**config.mk**
```make
export PLATFORM = sky130hd
export DESIGN_NAME = i2c_target_regs
export DESIGN_NICKNAME = d
export VERILOG_FILES = /design/src/rtl/i2c_target_regs.sv
export SDC_FILE = /design/constraint.sdc
export NUM_CORES = 1
export LEC_CHECK = 0
export ABC_AREA = 1
export CORE_ASPECT_RATIO = 0.9
export CORE_MARGIN = 2
export CORE_UTILIZATION = 53
export CTS_BUF_LIST = sky130_fd_sc_hd__clkbuf_4
export CTS_CLUSTER_DIAMETER = 30
export DETAILED_ROUTE_END_ITERATION = 16
export GPL_TIMING_DRIVEN = 0
export PLACE_DENSITY = 0.88
export RECOVER_POWER = 50
export SETUP_SLACK_MARGIN = 0.4
export SLEW_MARGIN = 20
export SYNTH_ARGS = -nofsm -noshare
export SYNTH_HDL_FRONTEND = slang
export SYNTH_SLANG_ARGS = --single-unit
```
**constraint.sdc**
```tcl
create_clock -name clk_clk -period 1.42 [get_ports clk_clk]
set_input_delay 0.284 -clock clk_clk [delete_from_list [all_inputs] [get_ports clk_clk]]
set_output_delay 0.284 -clock clk_clk [all_outputs]
set_load 0.005 [all_outputs]
```
**src/rtl/i2c_target_regs.sv**
```systemverilog
// rtl/i2c_target_regs.sv - I2C target exposing a byte-addressed register window with auto-increment pointer
module i2c_target_regs #(
    parameter logic [6:0] DEV_ADDR = 7'h3A,
    parameter int         AW       = 3,
    parameter int         FILT     = 3
) (
    input  logic          clk_clk,
    input  logic          reset_reset,
    input  logic          scl_in,
    input  logic          sda_in,
    output logic          scl_oe,
    output logic          sda_oe,
    output logic          wr_stb,
    output logic [AW-1:0] wr_addr,
    output logic [7:0]    wr_data,
    output logic [AW-1:0] rd_addr,
    input  logic [7:0]    rd_data,
    output logic          rd_req,
    output logic          busy
);

    localparam int CW = (FILT < 2) ? 1 : $clog2(FILT + 1);

    typedef enum logic [3:0] {
        IDLE, ADDR, ADDR_ACK, PTR, PTR_ACK, WDATA, WDATA_ACK, RDATA, RACK, WAIT_STOP
    } state_t;

    // index 0 carries SCL, index 1 carries SDA
    logic [1:0]    meta, sync, filt, filt_q;
    logic [CW-1:0] fcnt [2];

    state_t        state, state_d;
    logic [2:0]    bit_cnt, bit_cnt_d;
    logic [7:0]    shreg, shreg_d;
    logic [AW-1:0] ptr, ptr_d;
    logic [AW-1:0] wr_addr_d, rd_addr_d;
    logic [7:0]    wr_data_d;
    logic [7:0]    rd_buf;
    logic          ack_on, ack_on_d;
    logic          rw, rw_d;
    logic          got_ack, got_ack_d;
    logic          sda_oe_d, wr_stb_d, rd_req_d, busy_d;
    logic          rd_req_q;

    logic scl, sda, scl_q, sda_q;
    logic scl_rise, scl_fall, start_ev, stop_ev;
    logic [7:0] byte_in;

    assign scl_oe   = 1'b0;
    assign scl      = filt[0];
    assign sda      = filt[1];
    assign scl_q    = filt_q[0];
    assign sda_q    = filt_q[1];
    assign scl_rise = scl & ~scl_q;
    assign scl_fall = ~scl & scl_q;
    assign start_ev = scl & scl_q & sda_q & ~sda;
    assign stop_ev  = scl & scl_q & ~sda_q & sda;
    assign byte_in  = {shreg[6:0], sda};

    // Synchronise both pins and accept a new level only after FILT stable cycles
    always_ff @(posedge clk_clk) begin
        if (reset_reset) begin
            meta    <= 2'b11;
            sync    <= 2'b11;
            filt    <= 2'b11;
            filt_q  <= 2'b11;
            fcnt[0] <= '0;
            fcnt[1] <= '0;
        end else begin
            meta   <= {sda_in, scl_in};
            sync   <= meta;
            filt_q <= filt;
            for (int i = 0; i < 2; i++) begin
                if (sync[i] == filt[i]) begin
                    fcnt[i] <= '0;
                end else if (fcnt[i] == CW'(FILT - 1)) begin
                    filt[i] <= sync[i];
                    fcnt[i] <= '0;
                end else begin
                    fcnt[i] <= fcnt[i] + 1'b1;
                end
            end
        end
    end

    // Capture fabric read data one cycle after the request pulse
    always_ff @(posedge clk_clk) begin
        if (reset_reset) begin
            rd_req_q <= 1'b0;
            rd_buf   <= '0;
        end else begin
            rd_req_q <= rd_req;
            if (rd_req_q) begin
                rd_buf <= rd_data;
            end
        end
    end

    // Protocol state and datapath registers
    always_ff @(posedge clk_clk) begin
        if (reset_reset) begin
            state   <= IDLE;
            bit_cnt <= '0;
            shreg   <= '0;
            ptr     <= '0;
            wr_addr <= '0;
            wr_data <= '0;
            rd_addr <= '0;
            ack_on  <= 1'b0;
            rw      <= 1'b0;
            got_ack <= 1'b0;
            sda_oe  <= 1'b0;
            wr_stb  <= 1'b0;
            rd_req  <= 1'b0;
            busy    <= 1'b0;
        end else begin
            state   <= state_d;
            bit_cnt <= bit_cnt_d;
            shreg   <= shreg_d;
            ptr     <= ptr_d;
            wr_addr <= wr_addr_d;
            wr_data <= wr_data_d;
            rd_addr <= rd_addr_d;
            ack_on  <= ack_on_d;
            rw      <= rw_d;
            got_ack <= got_ack_d;
            sda_oe  <= sda_oe_d;
            wr_stb  <= wr_stb_d;
            rd_req  <= rd_req_d;
            busy    <= busy_d;
        end
    end

    // Next-state logic: bus events first, then per-state bit handling on SCL edges
    always_comb begin
        state_d   = state;
        bit_cnt_d = bit_cnt;
        shreg_d   = shreg;
        ptr_d     = ptr;
        wr_addr_d = wr_addr;
        wr_data_d = wr_data;
        rd_addr_d = rd_addr;
        ack_on_d  = ack_on;
        rw_d      = rw;
        got_ack_d = got_ack;
        sda_oe_d  = sda_oe;
        wr_stb_d  = 1'b0;
        rd_req_d  = 1'b0;
        busy_d    = busy;

        if (start_ev) begin
            state_d   = ADDR;
            bit_cnt_d = '0;
            sda_oe_d  = 1'b0;
            busy_d    = 1'b0;
            ack_on_d  = 1'b0;
            got_ack_d = 1'b0;
        end else if (stop_ev) begin
            state_d   = IDLE;
            sda_oe_d  = 1'b0;
            busy_d    = 1'b0;
            ack_on_d  = 1'b0;
            got_ack_d = 1'b0;
        end else begin
            case (state)
                IDLE: begin
                end
                ADDR: begin
                    if (scl_rise) begin
                        shreg_d   = byte_in;
                        bit_cnt_d = bit_cnt + 1'b1;
                        if (bit_cnt == 3'd7) begin
                            if (byte_in[7:1] == DEV_ADDR) begin
                                state_d  = ADDR_ACK;
                                rw_d     = byte_in[0];
                                busy_d   = 1'b1;
                                ack_on_d = 1'b0;
                            end else begin
                                state_d = WAIT_STOP;
                            end
                        end
                    end
                end
                ADDR_ACK, PTR_ACK, WDATA_ACK: begin
                    if (scl_fall) begin
                        if (!ack_on) begin
                            sda_oe_d = 1'b1;
                            ack_on_d = 1'b1;
                            if (state == ADDR_ACK && rw) begin
                                rd_req_d  = 1'b1;
                                rd_addr_d = ptr;
                            end
                        end else begin
                            ack_on_d  = 1'b0;
                            bit_cnt_d = '0;
                            sda_oe_d  = 1'b0;
                            if (state == ADDR_ACK && rw) begin
                                state_d  = RDATA;
                                shreg_d  = rd_buf;
                                sda_oe_d = ~rd_buf[7];
                            end else if (state == ADDR_ACK) begin
                                state_d = PTR;
                            end else begin
                                state_d = WDATA;
                            end
                        end
                    end
                end
                PTR: begin
                    if (scl_rise) begin
                        shreg_d   = byte_in;
                        bit_cnt_d = bit_cnt + 1'b1;
                        if (bit_cnt == 3'd7) begin
                            ptr_d   = byte_in[AW-1:0];
                            state_d = PTR_ACK;
                        end
                    end
                end
                WDATA: begin
                    if (scl_rise) begin
                        shreg_d   = byte_in;
                        bit_cnt_d = bit_cnt + 1'b1;
                        if (bit_cnt == 3'd7) begin
                            wr_addr_d = ptr;
                            wr_data_d = byte_in;
                            wr_stb_d  = 1'b1;
                            ptr_d     = ptr + 1'b1;
                            state_d   = WDATA_ACK;
                        end
                    end
                end
                RDATA: begin
                    if (scl_fall) begin
                        if (bit_cnt == 3'd7) begin
                            sda_oe_d  = 1'b0;
                            got_ack_d = 1'b0;
                            state_d   = RACK;
                        end else begin
                            shreg_d   = {shreg[6:0], 1'b0};
                            sda_oe_d  = ~shreg[6];
                            bit_cnt_d = bit_cnt + 1'b1;
                        end
                    end
                end
                RACK: begin
                    if (scl_rise && !got_ack) begin
                        if (!sda) begin
                            ptr_d     = ptr + 1'b1;
                            rd_addr_d = ptr + 1'b1;
                            rd_req_d  = 1'b1;
                            got_ack_d = 1'b1;
                        end else begin
                            state_d = WAIT_STOP;
                            busy_d  = 1'b0;
                        end
                    end else if (scl_fall && got_ack) begin
                        shreg_d   = rd_buf;
                        sda_oe_d  = ~rd_buf[7];
                        bit_cnt_d = '0;
                        got_ack_d = 1'b0;
                        state_d   = RDATA;
                    end
                end
                WAIT_STOP: begin
                    sda_oe_d = 1'b0;
                end
                default: begin
                    state_d = IDLE;
                end
            endcase
        end
    end

endmodule

```
==> flow_summary.toml, run 1 <==
[die]
num_io_pins = 31
die_x_um = 81.4
die_height_um = 73.6
dieArea_sq_um = 5990
num_rows = 25
start_util_pct = 54.7
core_area_sq_um = 5220

[place]
dpl.hpwl_um = 5250
place.gp.congestion = 0.980
dp_worst_setup_slack_ns = -0.374
port_buffers = 29
place_inst = 504

[logic_synthesis]
synth_area_leaders = "dfxtp_1, nand2_1, nor2_1, a21oi_1, o21ai_0"
yosys_warnings = 0
yosys_register_bits = 59
ys_types = 36
yosysTopAreaCell = "dfxtp_1"
synth_top_cell_area_share_pct = 38.5
avgSynthCellArea_sq_um = 7.05
syn_area_sq_um = 2860
ys_seq_area_share_pct = 42.8
synth_cells = 405

[pwr]
powerDensity_nw_per_um2 = 1500
power_switching_share_pct = 44.0
p_total_uw = 6500
vdd_drop_max_mv = 0.776
p_comb_share_pct = 50.0
p_seq_share_pct = 30.7
p_int_uw = 3640
p_leak_uw = 0.00193
p_sw_uw = 2860
clkPwrFrac_pct = 19.3

[timing]
final-hold-violation-count = 0
timing.final.crit_period_ns = 1.83
fin_ws_ns = -0.407
tns_ns = -8.67
rsz0062_at_grt = "true"
setup_violations = 38
holdWs_ns = 0.320
slew_violations = 0
final.setup_skew_ns = 0.0160
finalCritPeriodShare_pct = 129
fmax_mhz = 547

[min_path]
min_from = "reset_reset"
hold_path.class = "in2reg"
min_delay_path_depth = 2
min_to = "sync[1]"

[setup_path]
cp-end-kind = "flip-flop"
rr_worst_depth = 12
cp.arrival_ns = 2.20
critPathLaunchType = "flip-flop"
rr_startpoint = "state[3]"
timing.rr.end = "state[0]"
crit_type = "reg2reg"
required_ns = 1.79
timing.reg2reg.setup_slack_ns = -0.41
critPathMaxFanout = 5

[finish]
antenna_cells = 0
fin_nets = 520
area_growth_pct = 51.5
mostFrequentLayoutCells = "nor2_1, nand2_1, buf_4"
final_cells = 575
final_common_cell = "nor2_1"
drive_above_1_share_pct = 46.3

[cts]
clk_pin_slew_ns = 0.11
cts_tree = "done"
holdBufCountCts = 0
clock_sinks = 59
cts_made_buffers = 9
root_buffer = "clkbuf_4"
insertion_delay_ns = 0.44
clock_path_buffers = 2
h-tree-depth = 3

[routing]
firstDrtPassIters = 9
vias = 3675
ant_nets = 0
wirelength_um = 11600
drc_errors = 0
wire_per_inst_um = 20.1
vias_per_cell = 6.39
dr.first_iter.drc_count = 585

[run_status]
outcome = "finished, violations left"
violations = "setup timing"

[global_routing]
grt.overflow.total = 0
grt_use_total_pct = 30.8
antenna_found_initial = 0
grt_max_degree = 12
grt_pass1_wl_um = 13800
grt_pass1_vias = 3030

[flow_run]
cap_violations = 0
-- sequential cells by signal (all words and copies together) (netlist names), 2 cells and up --
register,count
bit_cnt,3
ptr,3
wr_addr,3
rd_buf,8
filt,2
meta,2
state,4
wr_data,8
rd_addr,3
sync,2
filt_q,2
fcnt,4
shreg,7
-- cell usage after synthesis --
cell type	number
buf_2	1
edfxtp_1	4
o21a_1	1
a22oi_1	1
clkinv_1	1
nand4_1	1
a21oi_1	40
nand3_2	1
mux2i_1	2
nand3_1	26
nand2_2	3
or2_2	4
inv_1	37
nand3b_1	1
nand2_4	1
buf_6	2
buf_4	1
o21ai_1	1
nor3_4	1
xor2_1	1
o21ai_0	40
dfxtp_1	55
o22ai_1	2
a31oi_1	1
nor2_4	1
nor2_2	3
ha_1	5
o31ai_1	1
xnor2_1	1
clkbuf_1	5
o211ai_1	4
nand2_1	75
nor3_2	2
nor3_1	4
conb_1	2
nor2_1	74
-- worst max path at each step --
stage	start	to	slack (ns)	cells past startpoint
floorplan	state[0]	bit_cnt[0]	-0.02	10
global placement	state[0]	ptr[0]	-0.40	9
detailed placement	state[0]	ptr[0]	-0.37	9
CTS	state[2]	shreg[6]	-0.17	10
global route	state[0]	state[1]	-0.44	11
finish	state[3]	state[0]	-0.41	12
-- power groups by stage --
stage | sequential, uW | combinational, uW | clock, uW
floorplan | 1950 | 1580 | 0
global placement | 1970 | 1920 | 0
detailed placement | 1980 | 1960 | 0
CTS | 1970 | 2430 | 1190
global route | 2000 | 3400 | 1280
finish | 2000 | 3250 | 1250
-- stage by stage --
stage / util, % / cell area [sq um]
after global placement: 63.4 / 3310
after CTS: 73.7 / 3850
after floorplan: - / 2940
final: 82.9 / 4330
after global routing: 82.9 / 4330
after detailed placement: 63.4 / 3310
-- logic make-up after synthesis --
logic type                 count (synthesis)  synth area share (%)
adders and majority gates                  5                  2.19
AOI/OAI and AO/OA                         91                  16.7
muxes                                      2                 0.701
DFF                                       59                  42.8
buffers and inverters                     47                  6.88
xor gates and xnor gates                   2                 0.613
and+or+nand+nor                          197                  29.9
other                                      2                 0.263
-- critical path, stage by stage, from the launching register on --
cell,delay [ns]
dfxtp_4,0.40
buf_4,0.13
nand2_4,0.06
nor2_4,0.22
buf_6,0.16
nand3_1,0.13
nand2_1,0.14
nor2_1,0.08
nand3_1,0.10
nand2_1,0.09
nand3_1,0.09
nand2_1,0.08
nor2_1,0.09
-- area by class of cell --
| cell class | count | area (sq um) |
|---|---|---|
| clock inverter | 6 | 57.6 |
| timing repair buffer | 84 | 704 |
| tap | 67 | 83.8 |
| multi-input combinational | 302 | 1900 |
| sequential | 59 | 1270 |
| buffer | 9 | 73.8 |
| inverter | 38 | 164 |
| clock buffer | 10 | 75.1 |
| fill | 258 | 896 |
-- layer usage --
metal | GRT usage (%) | share of wire, % | vias up | routed length (um)
li1 | - | - | 1529 | -
met2 | 50.9 | 45 | 357 | 5180
met5 | 0 | 0 | - | 0
met1 | 36.4 | 35 | 1654 | 4060
met4 | 18.6 | 7.9 | 0 | 912
met3 | 6.76 | 12 | 135 | 1410
-- what timing repair did --
action,in CTS,in global routing
cloned,2,1
pin swaps,22,33
setup endpoints to repair,75,74
resized for setup,178,96
setup buffers,24,28
Power figures use the tool's default switching activity.
==> run 2: changes to the inputs <==
- CTS_CLUSTER_SIZE: unset -> 12
- SETUP_SLACK_MARGIN: 0.4 -> 0.2
==> run 2 against run 1 <==
  * Cell count grew 0.35%
  * Die area is the same
  * Via count grew 3.7%
  * Final area grew 1.2%
  * Highest routed layer unchanged
  * Critical path type unchanged
  * Sequential share of layout area shrank 0.58 points
  * The flow still finishes with violations (setup timing)
  * Combinational power grew 15%
==> flow_summary.toml, run 2 (synthesized netlist as in run 1, its figures left out) <==
[setup_path]
timing.rr.end = "shreg[6]"
crit_chain = "inv_2 > nand2_1 > clkbuf_2 > o21ai_0 > nand3_2 > a21oi_2"
max_stage_delay_ns = 0.64
crit_type = "reg2reg"
crit_buf_inv = 2
crit_start = "state[3]"
critical_path.top_delay_family = "compound AO/OA/AOI/OAI gates"
rr_startpoint = "state[3]"
rr_worst_depth = 6
cp-end-kind = "flip-flop"
critPathLaunchType = "flip-flop"
required_ns = 1.79
critPathSlowestCell = "o21ai_0"
timing.reg2reg.setup_slack_ns = -0.70
cp.arrival_ns = 2.49
critPathMaxFanout = 10

[die]
num_io_pins = 31
dieArea_sq_um = 5990
num_rows = 25
die_height_um = 73.6
core_area_sq_um = 5220
die_x_um = 81.4
start_util_pct = 54.7

[place]
place.gp.congestion = 1.02
dp_worst_setup_slack_ns = -0.377
dpl.hpwl_um = 5240
port_buffers = 29
place_inst = 504

[flow_run]
cap_violations = 0

[global_routing]
grt_max_degree = 12
grt_use_total_pct = 34.9
antenna_found_initial = 0
grt.overflow.total = 0
grt_pass1_vias = 3304
grt_pass1_wl_um = 15600

[cts]
root_buffer = "clkbuf_4"
cts_made_buffers = 9
clock_sinks = 59
h-tree-depth = 3
clock_path_buffers = 2
holdBufCountCts = 0
cts_tree = "done"
insertion_delay_ns = 0.44
clk_pin_slew_ns = 0.12

[min_path]
min_from = "scl_in"
min_delay_path_depth = 2
hold_path.class = "in2reg"
min_to = "meta[0]"

[timing]
timing.final.crit_period_ns = 2.12
slew_violations = 0
setup_violations = 38
rsz0062_at_grt = "true"
tightest_slew_ns = 0.748
finalCritPeriodShare_pct = 149
fmax_mhz = 472
relSlewSlack_pct = 49.6
final.setup_skew_ns = 0.0193
tns_ns = -9.00
fin_ws_ns = -0.696
final-hold-violation-count = 0

[pwr]
power_switching_share_pct = 47.2
p_seq_share_pct = 29.5
powerDensity_nw_per_um2 = 1560
p_int_uw = 3610
p_comb_share_pct = 54.9
p_leak_uw = 0.00194
vdd_drop_max_mv = 0.843
p_sw_uw = 3230
p_total_uw = 6840
clkPwrFrac_pct = 15.6

[finish]
area_growth_pct = 53.4
final_cells = 577
mostFrequentLayoutCells = "nor2_1, buf_4, nand2_1"
utilization_pct = 83.9
fin_nets = 522
antenna_cells = 0
largestRegisters = "rd_buf (8), wr_data (8), shreg (7)"
final_common_cell = "nor2_1"
drive_above_1_share_pct = 49.6

[routing]
dr.first_iter.drc_count = 591
vias_per_cell = 6.61
wirelength_um = 12900
vias = 3812
firstDrtPassIters = 9
ant_nets = 0
drc_errors = 0
wire_per_inst_um = 22.4

[run_status]
outcome = "finished, violations left"
violations = "setup timing"
run 2: how the worst max path moves through the flow:
stage	endpoint	slack [ns]	depth (start not counted)
floorplan	bit_cnt[0]	-0.02	10
detailed placement	ptr[0]	-0.38	9
CTS	shreg[6]	-0.13	10
global route	shreg[6]	-0.67	6
finish	shreg[6]	-0.70	6
global placement	ptr[0]	-0.41	9
run 2: power by group through the flow:
stage	logic [uW]	clock network (uW)	registers [uW]
floorplan	1580	0	1950
global placement	1920	0	1980
detailed placement	1950	0	1980
CTS	2840	1030	1970
global route	3860	1120	2030
finish	3750	1070	2020
run 2: final cells by class:
| class | count | area [sq um] |
|---|---|---|
| buffer | 9 | 67.6 |
| clock buffer | 9 | 67.6 |
| clock inverter | 7 | 45.0 |
| fill | 256 | 843 |
| inverter | 38 | 160 |
| multi-input combinational | 302 | 2020 |
| sequential | 59 | 1260 |
| tap | 67 | 83.8 |
| timing repair buffer | 86 | 674 |
run 2: repair_timing:
action | 4_1_cts | 5_1_grt
pin swaps | 42 | 20
gates cloned | 3 | 0
gates resized for setup | 217 | 73
setup endpoints to repair | 63 | 47
setup buffers | 40 | 14
hold endpoints to repair | 0 | 0
run 2: per-stage QoR:
step | cell area (sq um) | hold WS [ns]
after floorplan | 2930 | 0.388
after global placement | 3310 | 0.393
after detailed placement | 3310 | 0.408
after CTS | 4070 | 0.416
after global routing | 4380 | 0.431
final | 4380 | 0.426
run 2: metal layers:
metal | up-vias | share of wire [%] | track usage [%]
met1 | 1679 | 33 | 40.9
met4 | 0 | 9.8 | 21.8
met3 | 161 | 14 | 8.35
li1 | 1533 | - | -
met2 | 439 | 43 | 57.5
met5 | - | 0 | 0
==> run 3: changes to the inputs <==
- CORE_UTILIZATION: 53 -> 40
- PLACE_DENSITY: 0.88 -> 0.71
==> run 3 against run 2 <==
  * Flip-flop and latch count unchanged
  * Critical endpoint is now state[0]
  * Final area grew 1.9%
  * Setup slack improved by 0.41 ns
  * Combinational power shrank 12%
  * Non-clock buffer count down 4
  * Cell count increased by 3.8%
  * Count of clock-buffer cells in the layout did not move
  * Critical path type unchanged
  * Die area increased by 31%
  * Utilization shrank 20 points
  * First-iteration DRC count down 50%
  * Largest power group unchanged
  * The run still ends with setup timing left
  * Via count is 16% lower
==> flow_summary.toml, run 3 (synthesized netlist as in run 1, its figures left out) <==
[run_status]
outcome = "finished, violations left"
violations = "setup timing"

[cts]
clock_path_buffers = 2
cts_made_buffers = 9
clk_pin_slew_ns = 0.11
insertion_delay_ns = 0.44
root_buffer = "clkbuf_4"
holdBufCountCts = 0
clock_sinks = 59
h-tree-depth = 3
cts_tree = "done"

[routing]
wire_per_inst_um = 15.9
dr.first_iter.drc_count = 293
vias = 3198
drt-met1-wl_um = 4000
wl_met3_um = 634
vias_per_cell = 5.34
firstDrtPassIters = 5
ant_nets = 0
wirelength_um = 9530
drc_errors = 0
wl_met2_um = 4570
top_layer = "met4"

[global_routing]
grt_use_total_pct = 21.4
grt_pass1_vias = 2775
grt_pass1_wl_um = 13200
antenna_found_initial = 0
grt.overflow.total = 0
grt_max_degree = 13

[finish]
stdcell_area_sq_um = 4460
final_common_cell = "nor2_1"
antenna_cells = 0
area_growth_pct = 56.2
final_cells = 599
fin_nets = 518
largestRegisters = "rd_buf (8), wr_data (8), shreg (7)"
drive_above_1_share_pct = 48.6
mostFrequentLayoutCells = "nor2_1, nand2_1, buf_4"
utilization_pct = 64.1

[min_path]
min_from = "reset_reset"
hold_path.class = "in2reg"

[die]
num_io_pins = 31
start_util_pct = 41.0
core_area_sq_um = 6970
die_x_um = 93.1
die_height_um = 84.2
num_rows = 29
dieArea_sq_um = 7830

[setup_path]
critPathSlowestCell = "dfxtp_4"
cp-end-kind = "flip-flop"
crit_buf_inv = 2
critical_path.top_delay_family = "simple AND/OR/NAND/NOR gates"
max_stage_delay_ns = 0.41
critPathMaxFanout = 7
crit_chain = "inv_6 > nand2_4 > nor2_4 > buf_12 > nand3_2 > nand2_2 > nor2_1 > nand3_1 > nand2_1 > nand3_1 > nand2_1 > nor2_1"
crit_type = "reg2reg"
required_ns = 1.79
crit_start = "state[0]"
rr_startpoint = "state[0]"
timing.reg2reg.setup_slack_ns = -0.28
critPathLaunchType = "flip-flop"
cp.arrival_ns = 2.07

[place]
dp_worst_setup_slack_ns = -0.383
port_buffers = 29
place.gp.congestion = 0.867
dpl-instance-area_sq_um = 3340
dpl.hpwl_um = 5440
place_inst = 530

[pwr]
p_leak_uw = 0.00198
vdd_drop_max_mv = 0.753
powerDensity_nw_per_um2 = 1540

[timing]
fin_ws_ns = -0.284
final.setup_skew_ns = 0.0181
timing.final.crit_period_ns = 1.70
rsz0062_at_grt = "true"
setup_violations = 37
fmax_mhz = 587
finalCritPeriodShare_pct = 120
slew_violations = 0
tightest_slew_ns = 0.571
final-hold-violation-count = 0
relSlewSlack_pct = 61.9
tns_ns = -5.79

[flow_run]
cap_violations = 0
[run 3: through the flow]
step	hold slack (ns)	total power (uW)
floorplan	0.388	3530
global placement	0.392	3930
detailed placement	0.398	3940
CTS	0.408	6240
global route	0.304	7190
finish	0.268	6890
[run 3: final cells by class]
class,instances,area [sq um]
flip-flops and latches,59,1270
fillers,567,2500
inverters,38,163
repair buffers,82,661
multi-input cells,302,2000
plain buffers,9,67.6
well taps,93,116
clock buffers,9,67.6
clock inverters,7,121
[run 3: metal layers]
| layer | up-vias | GRT usage (%) |
|---|---|---|
| met2 | 141 | 33.5 |
| met5 | - | 0 |
| met3 | 36 | 5.75 |
| met1 | 1493 | 28.2 |
| li1 | 1528 | - |
| met4 | 0 | 8.42 |
[run 3: report_power, final]
| group | total (uW) | switching (uW) | internal (uW) | leakage, uW |
|---|---|---|---|---|
| logic | 3290 | 1900 | 1390 | 0.00138 |
| registers | 1980 | 166 | 1820 | 0.000501 |
| clock network | 1620 | 721 | 903 | 0.0000975 |
| total | 6890 | 2780 | 4110 | 0.00198 |
[run 3: timing repair]
item | in CTS | in global routing
setup buffers | 27 | 23
gates cloned | 3 | 0
resized for setup | 204 | 74
hold endpoints to repair | 0 | 0
setup endpoints to repair | 64 | 54
pin swaps | 33 | 46
[run 3: worst paths after layout]
check | end | cells past startpoint
min reg2reg | sync[1] | 1
min | sync[1] | 2
max | state[0] | 12
max reg2reg | state[0] | 12
